`config.mk`:
```
export PLATFORM = sky130hd
export DESIGN_NAME = wave_sel_sync_flat
export DESIGN_NICKNAME = d
export VERILOG_FILES = /design/src/rtl/wave_sel_sync_if.sv /design/src/rtl/wave_sel_sync.sv /design/src/flat_wrapper.sv
export SDC_FILE = /design/constraint.sdc
export NUM_CORES = 1
export LEC_CHECK = 0
export CORE_UTILIZATION = 31
export DETAILED_ROUTE_END_ITERATION = 8
export SETUP_SLACK_MARGIN = 0.2
export SYNTH_ARGS = -nofsm -noshare
export SYNTH_HDL_FRONTEND = slang
export SYNTH_SLANG_ARGS = --single-unit
```
`constraint.sdc`:
```
create_clock -name clk -period 2.27 [get_ports clk]
set_input_delay 0.3405 -clock clk [delete_from_list [all_inputs] [get_ports clk]]
set_output_delay 0.3405 -clock clk [all_outputs]
set_load 0.005 [all_outputs]
```
`src/rtl/wave_sel_sync_if.sv`:
```
// Channel-select bus for wave_sel_sync: sample inputs, switch requests and the
// registered selector outputs. master drives requests, slave is the selector.
interface wave_sel_sync_if #(
  parameter int M = 12,
  parameter int N = 4
);
  localparam int SW = $clog2(N);

  logic [N*M-1:0] in_bus;
  logic           sample_en;
  logic           wrap;
  logic [SW-1:0]  sel_req;
  logic           sel_load;
  logic           force_req;
  logic [M-1:0]   out;
  logic [SW-1:0]  cur_sel;
  logic           pending;

  modport master (
    output in_bus, sample_en, wrap, sel_req, sel_load, force_req,
    input  out, cur_sel, pending
  );

  modport slave (
    input  in_bus, sample_en, wrap, sel_req, sel_load, force_req,
    output out, cur_sel, pending
  );
endinterface

```
`src/rtl/wave_sel_sync.sv`:
```
// Click-free N:1 waveform selector: channel changes wait for a phase wrap,
// a force or a timeout, and the output register loads only on sample_en.
//
// state    | meaning
// ST_IDLE  | no switch waiting, cur_sel is final
// ST_PEND  | pend_sel waiting for wrap / force / timeout
module wave_sel_sync #(
  parameter int M    = 12,
  parameter int N    = 4,
  parameter int TO_W = 8
) (
  input logic            clk,
  input logic            rst_n,
  wave_sel_sync_if.slave bus
);
  localparam int SW = $clog2(N);
  localparam logic [TO_W-1:0] TMR_MAX = '1;

  typedef enum logic {ST_IDLE, ST_PEND} state_t;

  state_t          state, state_nxt;
  logic [SW-1:0]   cur_sel, cur_sel_nxt;
  logic [SW-1:0]   pend_sel, pend_sel_nxt;
  logic [TO_W-1:0] tmr, tmr_nxt;
  logic [M-1:0]    out_q;
  logic            sel_ok;
  logic            sel_valid;
  logic            commit;

  // Out-of-range requests only exist when N is not a power of two.
  generate
    if (N == (1 << SW)) begin : g_full
      assign sel_ok = 1'b1;
    end else begin : g_part
      assign sel_ok = (int'(bus.sel_req) < N);
    end
  endgenerate

  assign sel_valid = bus.sel_load && sel_ok;
  assign commit    = (state == ST_PEND) &&
                     (bus.wrap || bus.force_req || (tmr == '0));

  always_ff @(posedge clk or negedge rst_n) begin
    if (!rst_n) begin
      state    <= ST_IDLE;
      cur_sel  <= '0;
      pend_sel <= '0;
      tmr      <= '0;
    end else begin
      state    <= state_nxt;
      cur_sel  <= cur_sel_nxt;
      pend_sel <= pend_sel_nxt;
      tmr      <= tmr_nxt;
    end
  end

  // A valid load always takes priority over a commit in the same cycle.
  always_comb begin
    state_nxt    = state;
    cur_sel_nxt  = cur_sel;
    pend_sel_nxt = pend_sel;
    tmr_nxt      = tmr;
    if (sel_valid) begin
      if (bus.force_req) begin
        cur_sel_nxt = bus.sel_req;
        state_nxt   = ST_IDLE;
      end else if (bus.sel_req == cur_sel) begin
        state_nxt = ST_IDLE;
      end else begin
        pend_sel_nxt = bus.sel_req;
        state_nxt    = ST_PEND;
        tmr_nxt      = TMR_MAX;
      end
    end else if (commit) begin
      cur_sel_nxt = pend_sel;
      state_nxt   = ST_IDLE;
    end else if (state == ST_PEND) begin
      tmr_nxt = tmr - TO_W'(1);
    end
  end

  // Uses the pre-edge cur_sel, so a commit and a sample on one edge keep the old channel.
  always_ff @(posedge clk or negedge rst_n) begin
    if (!rst_n) begin
      out_q <= '0;
    end else if (bus.sample_en) begin
      out_q <= bus.in_bus[int'(cur_sel)*M +: M];
    end
  end

  always_comb begin
    bus.out     = out_q;
    bus.cur_sel = cur_sel;
    bus.pending = (state == ST_PEND);
  end
endmodule

```
`src/flat_wrapper.sv`:
```
// flat-port wrapper written by rule: the top's interface ports become plain ports
module wave_sel_sync_flat 
#(
  parameter int M    = 12,
  parameter int N    = 4,
  parameter int TO_W = 8
)
  (clk, rst_n, bus_in_bus, bus_sample_en, bus_wrap, bus_sel_req, bus_sel_load, bus_force_req, bus_out, bus_cur_sel, bus_pending);
  wave_sel_sync_if #(.M(M), .N(N)) bus_i ();
  input logic clk;
  input logic rst_n;
  input wire logic [$bits(bus_i.in_bus)-1:0] bus_in_bus;
  input wire logic [$bits(bus_i.sample_en)-1:0] bus_sample_en;
  input wire logic [$bits(bus_i.wrap)-1:0] bus_wrap;
  input wire logic [$bits(bus_i.sel_req)-1:0] bus_sel_req;
  input wire logic [$bits(bus_i.sel_load)-1:0] bus_sel_load;
  input wire logic [$bits(bus_i.force_req)-1:0] bus_force_req;
  output wire logic [$bits(bus_i.out)-1:0] bus_out;
  output wire logic [$bits(bus_i.cur_sel)-1:0] bus_cur_sel;
  output wire logic [$bits(bus_i.pending)-1:0] bus_pending;
  assign bus_i.in_bus = bus_in_bus;
  assign bus_i.sample_en = bus_sample_en;
  assign bus_i.wrap = bus_wrap;
  assign bus_i.sel_req = bus_sel_req;
  assign bus_i.sel_load = bus_sel_load;
  assign bus_i.force_req = bus_force_req;
  assign bus_out = bus_i.out;
  assign bus_cur_sel = bus_i.cur_sel;
  assign bus_pending = bus_i.pending;
  wave_sel_sync #(.M(M), .N(N), .TO_W(TO_W)) u_core (.clk(clk), .rst_n(rst_n), .bus(bus_i));
endmodule
```
==> results_dict.tcl <==
set metrics [dict create \
    status "finished, violations left" \
    violations "DRC" \
    routed_wirelength_um 3664 \
    cts_made_buffers 3 \
    routability_congestion 0.8436 \
    seq_area_frac_synth_pct 42.27 \
    core_area_um2 4474 \
    root_buffer "clkbuf_8" \
    number_of_global_route_vias_before_repair 1346 \
    cap_violations 0 \
    synth-warning-count 0 \
    power.density_nw_per_um2 665.0 \
    dieWidth_um 71.10 \
    regToRegStartpoint "u_core.tmr[0]" \
    drt_iter0_drc 51 \
    die_area_um2 5055 \
    worst_setup_path_end_kind "flip-flop" \
    rrSetupSlack_ns 0.36 \
    ys_top_cells_by_count "25 x dfrtp_1, 14 x mux2_2, 12 x mux4_2" \
    area_growth_pct 54.18 \
    post-route-drc-count 10 \
    fin_crit_ns 1.907 \
    final-setup-viol-count 0 \
    worst_clock_skew_ns 0.001222 \
    num_antenna_cells 0 \
    worst_path_largest_cell_delay_ns 0.44 \
    syn_nets 169 \
    drt-pass1-iter-count 6 \
    io_pins 71 \
    final-hold-violation-count 0 \
    crit_chain "inv_1, ha_1, nor3b_1, a21boi_2, nor2_4, inv_2, o221a_1" \
    startpoint_class_of_the_critical_path "flip-flop" \
    grt_antenna_before_repair 0 \
    numPortBuffers 70 \
    first_pass_grt_wire_length_um 6244 \
    floorplan.initialDensity_pct 33.08 \
    vias 1243 \
    worst_case_vdd_ir_drop_uv 345.3 \
    synthesis.area_um2 1480 \
    synth.area.top_cells "dfrtp_1 42%, mux4_2 18%, mux2_2 11%" \
    vias_per_cell 5.289 \
    synth_ff_type "dfrtp_1" \
    cts.clk_slew.worst_paths_ns 0.08 \
    total_power_uw 1518 \
    synth-seq-cells 25 \
    crit_slowest_cell "dfrtp_1" \
    cellLeakagePower_uw 0.0008647 \
    dpl.hpwl_um 2839 \
    post-synth-top-area-fraction_pct 42.27 \
    setup_repair_after_global_routing_missed_its_margin "false" \
    synth_enable_flop_cells 0 \
    final.period_utilization_pct 84.02 \
    rows 24 \
    r2r_end "u_core.tmr[7]" \
    setup.worst_path.class "flip-flop to flip-flop" \
    die_y_um 71.10 \
    pin_count_of_the_biggest_net_entering_global_routing 26 \
    synth-async-reset-ratio_pct 100.0 \
    hold_path.class "input port to asynchronous set/reset pin" \
    worst_slew_margin_rel_pct 62.42 \
    yosys.cell_types.count 39 \
    cts.repair_timing.setup_buffer_count 0 \
    num-nets-final 242 \
    tritoncts "built" \
    cts_hold_buffers 0 \
    h-tree-depth 1 \
    totalNegativeSetupSlack_ns 0 \
    postSynthAreaPerCell_um2 13.33 \
    critical_path.n_buffers_inverters 2 \
    drive_gt1_share_pct 22.40 \
    insertion_delay_ns 0.26 \
    critical_path.top_delay_family "simple AND/OR/NAND/NOR gates" \
    post_cts_resize_count 0 \
    highest_attainable_clock_frequency_mhz 524.3 \
    worst_slack_on_hold_paths_ns 0.4389 \
    clock_tree.buffer_depth 2 \
    worst-path-max-fanout 8 \
    rr_worst_depth 7 \
    max_slew.worst_pin.slew_ns 0.5620 \
    post_synth_inst_count 111 \
    detail_route.wl_per_cell_um 15.59 \
    clock_sink_count 25 \
    arrival_time_worst_endpoint_ns 2.06 \
    globalRouteTotalUtil_pct 15.55 \
    crit_required_ns 2.43 \
    synthMostInstantiatedCell "dfrtp_1" \
    grt_ovf 0 \
    synth_area_leader_cell "dfrtp_1" \
    slew_viol_final 0 \
    drtAntennaViolNets 0 \
]
## worst max-delay path by stage
stage                                      from                 end  slack [ns]  cells after the start
after floorplan                   u_core.tmr[0]       u_core.tmr[7]        0.60                      7
after global placement             bus_sel_load       u_core.tmr[5]        0.23                      5
after detailed placement           bus_sel_load  u_core.pend_sel[0]        0.17                      4
after CTS                 u_core.bus.cur_sel[0]      bus_cur_sel[0]        0.36                      2
after global routing              u_core.tmr[0]       u_core.tmr[7]        0.22                      7
final                             u_core.tmr[0]       u_core.tmr[7]        0.36                      7
## per-stage QoR
step	worst slack (ns)	cell area (um2)	std cells	util, %
4_1_cts	0.3606	2282	235	51.01
5_1_grt	0.2214	2282	235	51.01
6_report	0.3628	2282	235	51.01
3_3_place_gp	0.2251	2237	231	50.00
2_1_floorplan	0.5975	1480	111	-
3_5_place_dp	0.1667	2237	231	50.00
## where the power goes
| part | internal, uW | switching [uW] | total, uW |
|---|---|---|---|
| registers | 560 | 92.3 | 653 |
| logic | 411 | 195 | 606 |
| clock network | 125 | 133 | 259 |
| total | 1100 | 421 | 1520 |
## logic make-up after synthesis
family	count (synthesis)	synth area share, %
compound gates	22	11.75
xor+xnor	3	1.775
fa+ha+maj	2	1.690
buf+inv	10	3.381
flops	25	42.27
mux	26	28.91
simple gates	23	10.23
## cells in the final DEF, fill, tap and decap left out, types with 4 or more instances in the layout
cell	netlist	final
mux2_2	14	14
dfrtp_1	25	25
nor3_1	4	4
inv_1	4	4
mux4_2	12	12
nor2_1	5	5
clkdlybuf4s50_1	0	70
## metal layers
layer  share of wire, %  global-route usage (%)
met2                 47                   26.92
met3                9.4                   3.561
met5                  0                       0
met1                 43                   19.76
met4               0.22                   3.778
## area by class of cell
class,instances,area [um2]
repair buffers,73,723.2
fillers,394,2192
multi-input cells,76,804.5
flip-flops and latches,25,625.6
clock buffers,4,45.04
inverters,5,18.77
well taps,52,65.06
## registers in the layout, indices dropped and copies added (netlist names)
signal,flops
u_core.pend_sel,2
u_core.bus.cur_sel,2
u_core.bus.pending,1
u_core.bus.out,12
u_core.tmr,8
(Power assumes the default switching activity.)
